`config.mk`:
```
export PLATFORM = sky130hd
export DESIGN_NAME = cordic_sample_sequencer
export DESIGN_NICKNAME = d
export VERILOG_FILES = /design/src/rtl/cordic_sample_sequencer.sv
export SDC_FILE = /design/constraint.sdc
export NUM_CORES = 1
export LEC_CHECK = 0
export BUFFER_PORTS_ARGS = -buffer_cell sky130_fd_sc_hd__buf_2
export CAP_MARGIN = 20
export CORE_AREA = 2 2 150 152
export CTS_CLUSTER_SIZE = 10
export DETAILED_ROUTE_END_ITERATION = 6
export DIE_AREA = 0 0 152 154
export PLACE_DENSITY = 0.72
export SKIP_CTS_REPAIR_TIMING = 1
export SYNTH_ARGS = -nofsm -noshare
export SYNTH_HDL_FRONTEND = slang
export SYNTH_SLANG_ARGS = --single-unit
```
`constraint.sdc`:
```
create_clock -name clk -period 3.5 [get_ports clk]
set_clock_uncertainty 0.2 [all_clocks]
set_input_delay 0.175 -clock clk [delete_from_list [all_inputs] [get_ports clk]]
set_output_delay 0.175 -clock clk [all_outputs]
set_load 0.02 [all_outputs]
```
`src/rtl/cordic_sample_sequencer.sv`:
```
`default_nettype none
// ============================================================================
// cordic_sample_sequencer : tagged I/Q FIFO feeding the iterative CORDIC engine,
// with a valid/ready result slot and a watchdog that drops lost jobs.
// Revision 1.0
// ============================================================================
module cordic_sample_sequencer #(
   parameter int INPUT_WIDTH = 16,
   parameter int INT_WIDTH   = 32,
   parameter int TAG_WIDTH   = 8,
   parameter int FIFO_DEPTH  = 4,
   parameter int TIMEOUT     = 64
) (
   input  logic                              clk,
   input  logic                              rst,
   input  logic                              s_valid,
   output logic                              s_ready,
   input  logic signed [INPUT_WIDTH-1:0]     s_x,
   input  logic signed [INPUT_WIDTH-1:0]     s_y,
   input  logic        [TAG_WIDTH-1:0]       s_tag,
   output logic                              eng_start,
   output logic signed [INPUT_WIDTH-1:0]     eng_x,
   output logic signed [INPUT_WIDTH-1:0]     eng_y,
   input  logic                              eng_busy,
   input  logic                              eng_done,
   input  logic signed [INT_WIDTH-1:0]       eng_magnitude,
   input  logic signed [INT_WIDTH-1:0]       eng_phase,
   output logic                              m_valid,
   input  logic                              m_ready,
   output logic signed [INT_WIDTH-1:0]       m_magnitude,
   output logic signed [INT_WIDTH-1:0]       m_phase,
   output logic        [TAG_WIDTH-1:0]       m_tag,
   output logic [$clog2(FIFO_DEPTH):0]       fifo_level,
   output logic                              err_timeout
);
   localparam int PTR_W   = (FIFO_DEPTH > 1) ? $clog2(FIFO_DEPTH) : 1;
   localparam int LVL_W   = $clog2(FIFO_DEPTH) + 1;
   localparam int ENTRY_W = TAG_WIDTH + 2 * INPUT_WIDTH;
   localparam int WDOG_W  = $clog2(TIMEOUT + 1);
   // Counter restarts at 0 the cycle after START, so this value lands the
   // abort exactly TIMEOUT cycles after the start pulse.
   localparam logic [WDOG_W-1:0] WDOG_LAST = WDOG_W'(TIMEOUT - 2);

   typedef enum logic [1:0] {
      ST_IDLE  = 2'd0,
      ST_START = 2'd1,
      ST_WAIT  = 2'd2
   } state_t;

   logic [ENTRY_W-1:0]            mem_q [FIFO_DEPTH];
   logic [PTR_W-1:0]              wr_ptr_q, wr_ptr_d;
   logic [PTR_W-1:0]              rd_ptr_q, rd_ptr_d;
   logic [LVL_W-1:0]              level_q, level_d;
   state_t                        state_q, state_d;
   logic                          eng_start_q, eng_start_d;
   logic signed [INPUT_WIDTH-1:0] eng_x_q, eng_x_d;
   logic signed [INPUT_WIDTH-1:0] eng_y_q, eng_y_d;
   logic [TAG_WIDTH-1:0]          tag_q, tag_d;
   logic                          m_valid_q, m_valid_d;
   logic signed [INT_WIDTH-1:0]   m_mag_q, m_mag_d;
   logic signed [INT_WIDTH-1:0]   m_phase_q, m_phase_d;
   logic [TAG_WIDTH-1:0]          m_tag_q, m_tag_d;
   logic                          err_q, err_d;
   logic [WDOG_W-1:0]             wdog_q, wdog_d;

   logic                          w_s_ready;
   logic                          w_push;
   logic                          w_issue;
   logic                          w_slot_free;
   logic [ENTRY_W-1:0]            w_head;

   assign w_s_ready   = !rst && (level_q < LVL_W'(FIFO_DEPTH));
   assign w_push      = s_valid && w_s_ready;
   assign w_slot_free = !m_valid_q || m_ready;
   assign w_head      = mem_q[rd_ptr_q];
   // Holding off on busy/done keeps a start out of an engine still finishing
   // a job that this block abandoned through reset or timeout.
   assign w_issue     = (state_q == ST_IDLE) && (level_q != '0) && w_slot_free
                        && !eng_busy && !eng_done;

   always_comb begin
      wr_ptr_d = wr_ptr_q;
      rd_ptr_d = rd_ptr_q;
      level_d  = level_q;
      if (w_push) begin
         wr_ptr_d = wr_ptr_q + PTR_W'(1);
      end
      if (w_issue) begin
         rd_ptr_d = rd_ptr_q + PTR_W'(1);
      end
      case ({w_push, w_issue})
         2'b10:   level_d = level_q + LVL_W'(1);
         2'b01:   level_d = level_q - LVL_W'(1);
         default: level_d = level_q;
      endcase
   end

   always_comb begin
      state_d     = state_q;
      eng_start_d = 1'b0;
      eng_x_d     = eng_x_q;
      eng_y_d     = eng_y_q;
      tag_d       = tag_q;
      m_valid_d   = m_valid_q;
      m_mag_d     = m_mag_q;
      m_phase_d   = m_phase_q;
      m_tag_d     = m_tag_q;
      err_d       = err_q;
      wdog_d      = wdog_q;

      if (m_valid_q && m_ready) begin
         m_valid_d = 1'b0;
      end

      case (state_q)
         ST_IDLE: begin
            if (w_issue) begin
               eng_x_d     = w_head[INPUT_WIDTH-1:0];
               eng_y_d     = w_head[2*INPUT_WIDTH-1:INPUT_WIDTH];
               tag_d       = w_head[ENTRY_W-1:2*INPUT_WIDTH];
               eng_start_d = 1'b1;
               state_d     = ST_START;
            end
         end
         ST_START: begin
            wdog_d  = '0;
            state_d = ST_WAIT;
         end
         ST_WAIT: begin
            if (eng_done) begin
               m_valid_d = 1'b1;
               m_mag_d   = eng_magnitude;
               m_phase_d = eng_phase;
               m_tag_d   = tag_q;
               state_d   = ST_IDLE;
            end else if (wdog_q == WDOG_LAST) begin
               err_d   = 1'b1;
               state_d = ST_IDLE;
            end else begin
               wdog_d = wdog_q + WDOG_W'(1);
            end
         end
         default: state_d = ST_IDLE;
      endcase
   end

   always_ff @(posedge clk) begin
      if (w_push) begin
         mem_q[wr_ptr_q] <= {s_tag, s_y, s_x};
      end
   end

   always_ff @(posedge clk) begin
      if (rst) begin
         wr_ptr_q    <= '0;
         rd_ptr_q    <= '0;
         level_q     <= '0;
         state_q     <= ST_IDLE;
         eng_start_q <= 1'b0;
         eng_x_q     <= '0;
         eng_y_q     <= '0;
         tag_q       <= '0;
         m_valid_q   <= 1'b0;
         m_mag_q     <= '0;
         m_phase_q   <= '0;
         m_tag_q     <= '0;
         err_q       <= 1'b0;
         wdog_q      <= '0;
      end else begin
         wr_ptr_q    <= wr_ptr_d;
         rd_ptr_q    <= rd_ptr_d;
         level_q     <= level_d;
         state_q     <= state_d;
         eng_start_q <= eng_start_d;
         eng_x_q     <= eng_x_d;
         eng_y_q     <= eng_y_d;
         tag_q       <= tag_d;
         m_valid_q   <= m_valid_d;
         m_mag_q     <= m_mag_d;
         m_phase_q   <= m_phase_d;
         m_tag_q     <= m_tag_d;
         err_q       <= err_d;
         wdog_q      <= wdog_d;
      end
   end

   assign s_ready     = w_s_ready;
   assign eng_start   = eng_start_q;
   assign eng_x       = eng_x_q;
   assign eng_y       = eng_y_q;
   assign m_valid     = m_valid_q;
   assign m_magnitude = m_mag_q;
   assign m_phase     = m_phase_q;
   assign m_tag       = m_tag_q;
   assign fifo_level  = level_q;
   assign err_timeout = err_q;

endmodule
`default_nettype wire

```
# Word level (Yosys, flattened, before mapping)
# Memory sizes are Yosys's and may differ from the RTL's. A register that Yosys moved wholly into a read port is not among the register bits.
# Index checks and enable logic that the tools add are counted.
[totals]
reg_bits = 91
latch_bits = 0
ramBits = 160
rom_bits = 0
input_bits = 110
out_inout_bits = 111
elab_cells = 65
mem_count = 1
[mem_list]
columns = ["memory", "words", "width", "read_ports", "rd_ports_with_merged_regs", "wr", "line", "rtl"]
rows = [
  ["mem_q", 4, 40, 1, 1, 1, "50", "logic [ENTRY_W-1:0] mem_q [FIFO_DEPTH];"],
]
[classes]
add_sub_neg = 5
n_mul = 0
n_div = 0
magnitude_cmp = 1
n_eq_ne = 9
shifts = 0
n_mux = 14
bitwise_logic = 2
reduce_logical = 22
[ops]
columns = ["cell", "count"]
rows = [
  ["$mux 7", 2],
  ["$pmux 7 s2", 1],
  ["$add 7x1->7 const B", 1],
  ["$eq 7x6->1 const B", 1],
  ["$logic_and 1x1->1", 7],
  ["$mux 1", 6],
  ["$mux 2", 3],
  ["$ne 2x2->1 const B", 3],
  ["$pmux 2 s3", 1],
  ["$pmux 3 s2", 1],
  ["$reduce_and 2->1", 3],
  ["$reduce_and 3->1", 2],
  ["$add 2x1->2 const B", 2],
  ["$eq 2x1->1 const B", 2],
  ["$eq 2x2->1 const B", 2],
  ["$logic_not 1->1", 4],
  ["$reduce_bool 2->1", 2],
  ["$add 3x1->3 const B", 1],
  ["$lt 3x3->1 const B", 1],
  ["$ne 3x3->1 const B", 1],
  ["$reduce_bool 3->1", 1],
  ["$sub 3x1->3 const B", 1],
  ["$logic_not 2->1", 1],
  ["$not 1->1", 2],
  ["2 further kinds", 2],
]

# Logic depth before layout (Yosys ltp)
# Gate-level depths: netlist of run 1.
[logic_depth]
depth_word = 7
mapped_depth = 10
mapped_depth_nobuf = 9

# Worst setup path after synthesis of run 1
# Ideal clock, no wire load.
[synth_path]
path_type = "register to register"
from = "register level_q[0] (netlist: fifo_level[0])"
to = "register level_q[2] (netlist: fifo_level[2])"
setup_time_ns = 0.070
arrival_time_ns = 2.272
t_required_ns = 3.230
setup_slack_ns = 0.957
path_stages_with_launch = 11
path_buffers = 1
synth_period_minus_slack_ns = 2.543
cell_sequence = "dfxtp_1 or3_1 nand4_2 inv_2 buf_2 ha_1 inv_1 fa_1 xor2_1 or3_1 a21oi_1"
[synth_between]
elab_chain_cells = 7
word_cells_on_any_way = 14
classes_between = "add/sub: 2; order compare: 1; eq/ne: 2; mux: 1; reduce/logical: 8"
[synth_lines]
columns = ["item", "line", "rtl"]
rows = [
  ["start: declaration", "53", "logic [LVL_W-1:0] level_q, level_d;"],
  ["start signal: assignment", "172", "level_q <= level_d;"],
  ["$reduce_bool 3->1 (*)", "78", "assign w_issue = (state_q == ST_IDLE) && (level_q != '0) && w_slot_free"],
  ["$logic_and 1x1->1 (*) (2 in a row)", "78", ""],
  ["$logic_and 1x1->1 (*) (2 in a row)", "79", "&& !eng_busy && !eng_done;"],
  ["named net w_issue", "68", "logic w_issue;"],
  ["$eq 2x1->1 / $eq 2x2->1 (equally long branches)", "91", "case ({w_push, w_issue})"],
  ["$pmux 3 s2 / $reduce_bool 2->1 (equally long branches)", "n/a", ""],
]
# Mark *: on every way through the listed nets, which the timed path passes. The rest lies on a longest branch.
# A chain may end at the register's enable or synchronous reset.

# Worst setup path in the final report of run 1
[layout_path]
from = "register level_q[2] (netlist: fifo_level[2])"
to = "memory mem_q[3][8] in the netlist's numbering, enable pin"
[layout_between]
elab_chain_cells = 5
[layout_lines]
columns = ["item", "line", "rtl"]
rows = [
  ["$lt 3x3->1", "72", "assign w_s_ready = !rst && (level_q < LVL_W'(FIFO_DEPTH));"],
  ["$logic_and 1x1->1", "72", ""],
  ["$logic_and 1x1->1", "73", "assign w_push = s_valid && w_s_ready;"],
  ["$mux 1", "148", "if (w_push) begin"],
  ["$mux 1 (implied by the code)", "149", "mem_q[wr_ptr_q] <= {s_tag, s_y, s_x};"],
  ["end: declaration", "50", ""],
]
# Every way passes these cells.

==> results of run 1 <==
## cell usage after synthesis
library cell,count
sky130_fd_sc_hd__o31ai_1,1
sky130_fd_sc_hd__buf_4,4
sky130_fd_sc_hd__and3_1,6
sky130_fd_sc_hd__nand2_1,226
sky130_fd_sc_hd__mux4_2,40
sky130_fd_sc_hd__and3b_2,1
sky130_fd_sc_hd__ha_1,7
sky130_fd_sc_hd__nand2b_1,4
sky130_fd_sc_hd__buf_6,1
sky130_fd_sc_hd__buf_2,29
sky130_fd_sc_hd__a31o_2,1
sky130_fd_sc_hd__nand3b_1,1
sky130_fd_sc_hd__a21oi_1,122
sky130_fd_sc_hd__or2b_1,2
sky130_fd_sc_hd__o21ai_0,3
sky130_fd_sc_hd__nor3b_4,1
sky130_fd_sc_hd__dfxtp_1,131
sky130_fd_sc_hd__fa_1,1
sky130_fd_sc_hd__xnor2_1,2
sky130_fd_sc_hd__nand4_1,1
sky130_fd_sc_hd__inv_2,1
sky130_fd_sc_hd__or2_2,1
sky130_fd_sc_hd__o211ai_1,3
sky130_fd_sc_hd__a21o_2,1
sky130_fd_sc_hd__xor2_1,4
sky130_fd_sc_hd__or3_1,4
sky130_fd_sc_hd__nor2_1,15
sky130_fd_sc_hd__nand3_1,5
sky130_fd_sc_hd__o21ai_2,1
sky130_fd_sc_hd__and2_1,1
sky130_fd_sc_hd__a31oi_1,1
sky130_fd_sc_hd__nand4_2,1
sky130_fd_sc_hd__clkbuf_1,15
sky130_fd_sc_hd__or4_1,1
sky130_fd_sc_hd__edfxtp_1,160
sky130_fd_sc_hd__inv_1,8
## layout by cell type, fill, tap and decap left out, types with 2 or more instances in the layout
master,Yosys,layout
sky130_fd_sc_hd__mux4_2,40,40
sky130_fd_sc_hd__xnor2_1,2,2
sky130_fd_sc_hd__clkbuf_1,15,17
sky130_fd_sc_hd__nand2b_1,4,4
sky130_fd_sc_hd__buf_2,29,219
sky130_fd_sc_hd__or3_1,4,4
sky130_fd_sc_hd__dlygate4sd3_1,0,107
sky130_fd_sc_hd__and3_2,0,4
sky130_fd_sc_hd__nand2_1,226,226
sky130_fd_sc_hd__inv_6,0,3
sky130_fd_sc_hd__a21oi_1,122,122
sky130_fd_sc_hd__and3_1,6,2
sky130_fd_sc_hd__inv_1,8,8
sky130_fd_sc_hd__ha_1,7,7
sky130_fd_sc_hd__clkbuf_8,0,2
sky130_fd_sc_hd__edfxtp_1,160,160
sky130_fd_sc_hd__o21ai_0,3,3
sky130_fd_sc_hd__buf_4,4,14
sky130_fd_sc_hd__clkbuf_16,0,35
sky130_fd_sc_hd__nor2_1,15,15
sky130_fd_sc_hd__nand3_1,5,5
sky130_fd_sc_hd__o211ai_1,3,3
sky130_fd_sc_hd__diode_2,0,2
sky130_fd_sc_hd__xor2_1,4,4
sky130_fd_sc_hd__or2b_1,2,2
sky130_fd_sc_hd__dfxtp_1,131,129
## layout make-up
class / count / area, um^2 / share of cell area
flip-flops and latches: 291 / 7430 / 0.533
multi-input cells: 457 / 2860 / 0.205
repair buffers: 340 / 2270 / 0.163
clock buffers: 54 / 967 / 0.0693
well taps: 280 / 350 / 0.0251
inverters: 9 / 33.8 / 0.00242
clock inverters: 4 / 31.3 / 0.00224
diodes: 2 / 5.00 / 0.000359
## kinds of logic (layout without fill, tap and decap cells)
group                      after synthesis  in the layout  share of synthesized area
DFF                                    291            291                      0.703
and+or+nand+nor                        270            270                      0.105
AOI/OAI and AO/OA                      133            133                     0.0652
buffers and inverters                   58            407                     0.0262
muxes                                   40             40                     0.0853
adders and majority gates                8              8                     0.0102
xor gates and xnor gates                 6              6                    0.00498
other                                    0              2                          0
## registers in the layout, indices dropped and copies added (netlist names)
register     flops
m_tag            8
fifo_level       3
m_valid          1
eng_y           16
wr_ptr_q         2
eng_x           16
wdog_q           7
state_q          2
eng_start        1
rd_ptr_q         2
err_timeout      1
tag_q            8
m_phase         32
m_magnitude     32
mem_q          160
## power groups by stage
stage,registers [mW],logic [mW],clock network [mW]
floorplan,3.83,0.242,0
global placement,3.83,0.418,0
detailed placement,3.83,0.425,0
CTS,3.76,0.427,3.25
global route,3.77,0.566,3.39
finish,3.76,0.521,3.17
## worst max-delay path, stage by stage, from the launching register on
cell                      delay (ns)
sky130_fd_sc_hd__dfxtp_1        0.34
sky130_fd_sc_hd__nor2_1         0.29
sky130_fd_sc_hd__and3_2         0.67
sky130_fd_sc_hd__buf_4          0.42
## worst paths after layout
path,start,to,slack (ns),depth (start not counted)
min reg2reg,m_phase[17],m_phase[17],0.25,2
max reg2reg,fifo_level[2],mem_q[3][8],1.24,3
min,rst,wr_ptr_q[1],0.08,5
max,fifo_level[2],mem_q[3][8],1.24,3
## metal layers
layer,track usage,up-vias,share of wire
met1,0.244,3572,0.42
li1,-,3512,-
met5,0,-,0
met2,0.322,278,0.49
met3,0.0583,38,0.070
met4,0.0427,0,0.018
==> impl_results.rst, run 1 <==
.. list-table::
   :header-rows: 1

   * - Metric
     - Value
   * - Vias after detailed routing
     - 7400
   * - Core outline area
     - between 20000 and 25000 um^2
   * - Total CTS buffers
     - 35
   * - Wire length of the first global-routing pass
     - between 30000 and 40000 um
   * - Worst EP required
     - around 3.5 ns
   * - Final weighted congestion of routability-driven global placement
     - about 0.76
   * - Flip-flop and latch count after synthesis
     - approximately 290
   * - Status
     - complete, no violations
   * - Most area-hungry cell type in the Yosys netlist
     - sky130_fd_sc_hd__edfxtp_1
   * - TritonCTS clock tree
     - built
   * - Floorplan die area
     - 23400 um^2
   * - Setup repair after global routing missed its margin
     - false
   * - Die height
     - ~150 um
   * - Via count of the first global-routing pass
     - slightly below 7000
   * - Setup Crit Path Kind
     - reg -> reg
   * - Area growth from synthesis to final layout
     - 32.1%
   * - I/O Buffers
     - 220
   * - Worst IR Drop VDD
     - 0.000555 V
   * - Number of inserted filler cells in the final layout
     - roughly 1600
   * - DP Area
     - ~12000 um^2
   * - Critical Path AT
     - 2.23 ns
   * - WL/cell
     - roughly 17 um
   * - Synth warn
     - 0
   * - Leak pwr
     - around 5.2 nW
   * - Max_cap viols
     - 0
   * - # IOs
     - roughly 220
   * - Worst hold slack
     - around 0.084 ns
   * - Mean area per synthesized cell
     - ~13 um^2
   * - Mean number of vias per cell
     - between 5 and 6
   * - Number of hold violations in the final report
     - 0
   * - Cell Area, Synth
     - between 10000 and 15000 um^2
   * - TritonCTS sink count
     - a little under 300
   * - Net count after synthesis
     - 924
   * - Largest net degree at the start of global routing
     - 94
   * - Sequential area share after synthesis
     - 0.703
   * - Worst setup EP type
     - flip-flop
   * - Number of max-slew violations in the final report
     - 0
   * - Antenna violations before repair
     - 2
   * - Cells after synthesis
     - 806
   * - Peak Freq
     - around 440 MHz
   * - Post-DP HPWL
     - between 10000 and 15000 um
   * - Net switching component of the power
     - ~1.6 mW
   * - DRT antenna net count
     - 0
   * - Portion of total power attributed to combinational logic
     - 0.070
   * - Die extent in x
     - 152 um
   * - Fin nets
     - ~1300
   * - Accumulated negative setup slack
     - 0 ns
   * - Cell types with the largest area share after synthesis
     - sky130_fd_sc_hd__edfxtp_1 (45%), sky130_fd_sc_hd__dfxtp_1 (25%), sky130_fd_sc_hd__mux4_2 (8.5%)
   * - H-Tree Depth
     - 2
   * - Count of different cell masters after synthesis
     - 36
   * - Clock latency on the worst-skew pair
     - ~0.5 ns
   * - Clock buffer depth
     - 3
   * - Total internal power
     - ~5.9 mW
   * - GR Overflow Total
     - 0
   * - Setup crit start kind
     - flip-flop
   * - All-layer global routing usage
     - 0.190
   * - Router iterations before antenna repair
     - 5
   * - Share of the synthesized area in the top cell type
     - 0.455
   * - Share of the clock period used by the worst path after layout
     - 0.645
   * - Total Power
     - 7.45 mW
   * - Fraction of final layout cells sized beyond drive strength 1
     - 0.284
   * - Worst Hold Class
     - in -> reg
   * - Post-Route Utilization
     - 0.643
   * - Setup violations, final
     - 0
   * - Clock power share
     - 0.426
   * - Initial drt markers
     - around 500
   * - Clk pin slew, worst setup/hold paths
     - 0.05 ns
   * - Switching Fraction
     - 0.215
   * - Post-layout worst setup margin
     - about 1.2 ns
   * - DRC violation count after routing
     - 0
   * - Layout Cell Area excl Fill
     - about 14000 um^2
   * - Pre-CTS setup slack
     - about 1.2 ns
   * - Detailed Route WL
     - ~25000 um
   * - Crit path max fanout
     - 22
   * - Shortest period the worst path allows
     - between 2 and 2.5 ns
   * - Number of placement rows
     - 54
   * - Least-Margin Pin Slew
     - approximately 1 ns
   * - Worst relative slew slack
     - 0.338
   * - DP Cell Count
     - roughly 1300
   * - Non-filler cells, final
     - roughly 1400
   * - Share of power burned in registers
     - 0.504
   * - Effective utilization at floorplan
     - 0.487
   * - Root Driver
     - sky130_fd_sc_hd__clkbuf_16
   * - Total power divided by cell area
     - around 530 nW/um^2
Note: power is estimated with default switching activity, not from simulation.
==> run 2, diff against run 1 <==
- PLACE_DENSITY: 0.72 -> 0.75
- clock period: 3.5 -> 2 ns (I/O delays scaled with it)
==> run 2 against run 1 <==
  * The run now ends with hold timing, setup timing left
  * Cell count increased by 0.90%
  * Register-to-register slack got worse by 1.3 ns
  * Fmax increased by 11%
  * Core utilization increased by 1.4 points
  * First-iteration DRC count decreased by 3.9%
  * Critical endpoint is now fifo_level[2]
  * Largest cell class unchanged
  * Largest power group unchanged
==> impl_results.rst, run 2 (synthesis gave the netlist of run 1 again) <==
.. list-table::
   :header-rows: 1

   * - Metric
     - Value
   * - Shortest period the worst path allows
     - 2.03 ns (-0.224 ns)
   * - Die height
     - 154 um (unchanged)
   * - Most common library cell in the layout ignoring fill and taps
     - sky130_fd_sc_hd__nand2_1
   * - Total power divided by cell area
     - 931 nW/um^2 (+74%)
   * - Post-layout worst setup margin
     - -0.0325 ns (-1.28 ns)
   * - Fin nets
     - 1265 (+1.0%)
   * - Setup Crit Path Kind
     - reg -> reg
   * - Post-Route Utilization
     - 0.657 (+0.0141)
   * - Share of the clock period used by the worst path after layout
     - 1.02 (+0.372)
   * - Violations in the final reports
     - hold timing, setup timing
   * - Router iterations before antenna repair
     - 5 (unchanged)
   * - Maximum single-stage delay on the critical path
     - 0.39 ns (-0.28 ns)
   * - Number of inserted filler cells in the final layout
     - 1546 (-2.9%)
   * - Worst relative slew slack
     - 0.558 (+0.220)
   * - Number of placement rows
     - 54 (unchanged)
   * - Setup repair after global routing missed its margin
     - true
   * - Accumulated negative setup slack
     - -0.0325 ns (-0.0325 ns)
   * - Leak pwr
     - 5.32 nW (+2.3%)
   * - Root Driver
     - sky130_fd_sc_hd__clkbuf_16
   * - Largest Register
     - mem_q
   * - All-layer global routing usage
     - 0.195 (+0.00475)
   * - Worst EP required
     - 2.23 ns (-1.24 ns)
   * - Non-filler cells, final
     - 1450 (+0.90%)
   * - Antenna violations before repair
     - 0 (-2)
   * - Cell family contributing the most delay on the critical path
     - simple AND/OR/NAND/NOR gates
   * - Number of max-slew violations in the final report
     - 0 (unchanged)
   * - Cells along the critical path
     - or3_4, nand4_4, inv_4, ha_4, inv_2, fa_2, xor2_1, or3_1, a21oi_2
   * - Status
     - finished with violations
   * - Effective utilization at floorplan
     - 0.487 (unchanged)
   * - GR Overflow Total
     - 0 (unchanged)
   * - Setup crit start kind
     - flip-flop
   * - TritonCTS clock tree
     - built
   * - DRT antenna net count
     - 0 (unchanged)
   * - DP Cell Count
     - 1281 (+0.87%)
   * - Area growth from synthesis to final layout
     - 35.0%
   * - Largest net degree at the start of global routing
     - 131 (+39%)
   * - Number of hold violations in the final report
     - 15 (+15)
   * - Mean number of vias per cell
     - 5.20 (+0.98%)
   * - H-Tree Depth
     - 2 (unchanged)
   * - Post-DP HPWL
     - 14200 um (+1.4%)
   * - Core outline area
     - 21700 um^2 (unchanged)
   * - Wire length of the first global-routing pass
     - 36700 um (+3.3%)
   * - Die extent in x
     - 152 um (unchanged)
   * - Number of flip-flops under the largest register name
     - 160 (unchanged)
   * - Clock buffer depth
     - 3 (unchanged)
   * - Total CTS buffers
     - 35 (unchanged)
   * - Layout Cell Area excl Fill
     - 14300 um^2 (+2.2%)
   * - Pre-CTS setup slack
     - -0.0366 ns (-1.27 ns)
   * - Worst Hold Class
     - in -> reg
   * - TritonCTS sink count
     - 291 (unchanged)
   * - Number of buffer and inverter stages on the critical path
     - 2 (+1)
   * - Commonest cells after routing, fill and taps aside
     - sky130_fd_sc_hd__nand2_1 (226), sky130_fd_sc_hd__buf_2 (219), sky130_fd_sc_hd__edfxtp_1 (160)
   * - I/O Buffers
     - 220 (unchanged)
   * - Worst setup EP type
     - flip-flop
   * - Critical Path AT
     - 2.26 ns (+0.03 ns)
   * - Least-Margin Pin Slew
     - 0.663 ns (-0.330 ns)
   * - Worst IR Drop VDD
     - 0.000919 V (+66%)
   * - Detailed Route WL
     - 25700 um (+4.4%)
   * - Inserted Diodes
     - 0 (-2)
   * - Vias after detailed routing
     - 7540 (+1.9%)
   * - Peak Freq
     - 492 MHz (+11%)
   * - DP Area
     - 12100 um^2 (+2.1%)
   * - Max_cap viols
     - 0 (unchanged)
   * - Crit path max fanout
     - 2 (-91%)
   * - DRC violation count after routing
     - 0 (unchanged)
   * - Crit path max-delay cell type
     - sky130_fd_sc_hd__or3_4
   * - Fraction of final layout cells sized beyond drive strength 1
     - 0.302 (+0.0177)
   * - Total Power
     - 13.3 mW (+78%)
   * - # IOs
     - 221 (unchanged)
   * - Initial drt markers
     - 494 (-3.9%)
   * - Setup violations, final
     - 1 (+1)
   * - Clock latency on the worst-skew pair
     - 0.51 ns (about the same)
   * - Floorplan die area
     - 23400 um^2 (unchanged)
   * - WL/cell
     - 17.7 um (+3.5%)
   * - Clk pin slew, worst setup/hold paths
     - 0.06 ns (about the same)
   * - Worst hold slack
     - -0.0497 ns (-0.134 ns)
   * - Via count of the first global-routing pass
     - 6869 (+1.1%)
   * - Final weighted congestion of routability-driven global placement
     - 0.749 (-0.98%)
-- run 2: final cells by class --
class / count / area [um^2] / area share
Sequential cell: 291 / 7440 / 0.522
Multi-Input combinational cell: 457 / 2910 / 0.204
Tap cell: 280 / 350 / 0.0246
Timing Repair Buffer: 353 / 2480 / 0.174
Inverter: 9 / 36.3 / 0.00254
Clock buffer: 57 / 968 / 0.0679
Clock inverter: 3 / 62.6 / 0.00439
-- run 2: per-layer routing --
| metal | up-vias | GRT usage | routed length, um |
|---|---|---|---|
| li1 | 3544 | - | - |
| met2 | 297 | 0.332 | 12900 |
| met5 | - | 0 | 0 |
| met1 | 3650 | 0.243 | 10400 |
| met4 | 0 | 0.0579 | 607 |
| met3 | 49 | 0.0578 | 1770 |
-- run 2: report_power, final --
group | switching [mW] | leakage (nW) | internal (mW)
Combinational | 0.525 | 2.32 | 0.501
Clock | 2.28 | 0.491 | 3.44
Sequential | 0.0581 | 2.51 | 6.47
-- run 2: worst paths after layout --
check / startpoint / to / slack (ns) / cells past startpoint
max: fifo_level[1] / fifo_level[2] / -0.03 / 9
min: rst / eng_start / -0.05 / 3
min reg2reg: tag_q[1] / m_tag[1] / 0.24 / 2
max reg2reg: fifo_level[1] / fifo_level[2] / -0.03 / 9
-- run 2: worst register-to-register path, stage by stage, from the launching register on --
cell and delay, ns:
sky130_fd_sc_hd__dfxtp_4 0.34, sky130_fd_sc_hd__or3_4 0.39, sky130_fd_sc_hd__nand4_4 0.09, sky130_fd_sc_hd__inv_4 0.05, sky130_fd_sc_hd__ha_4 0.15, sky130_fd_sc_hd__inv_2 0.05
sky130_fd_sc_hd__fa_2 0.18, sky130_fd_sc_hd__xor2_1 0.07, sky130_fd_sc_hd__or3_1 0.32, sky130_fd_sc_hd__a21oi_2 0.13
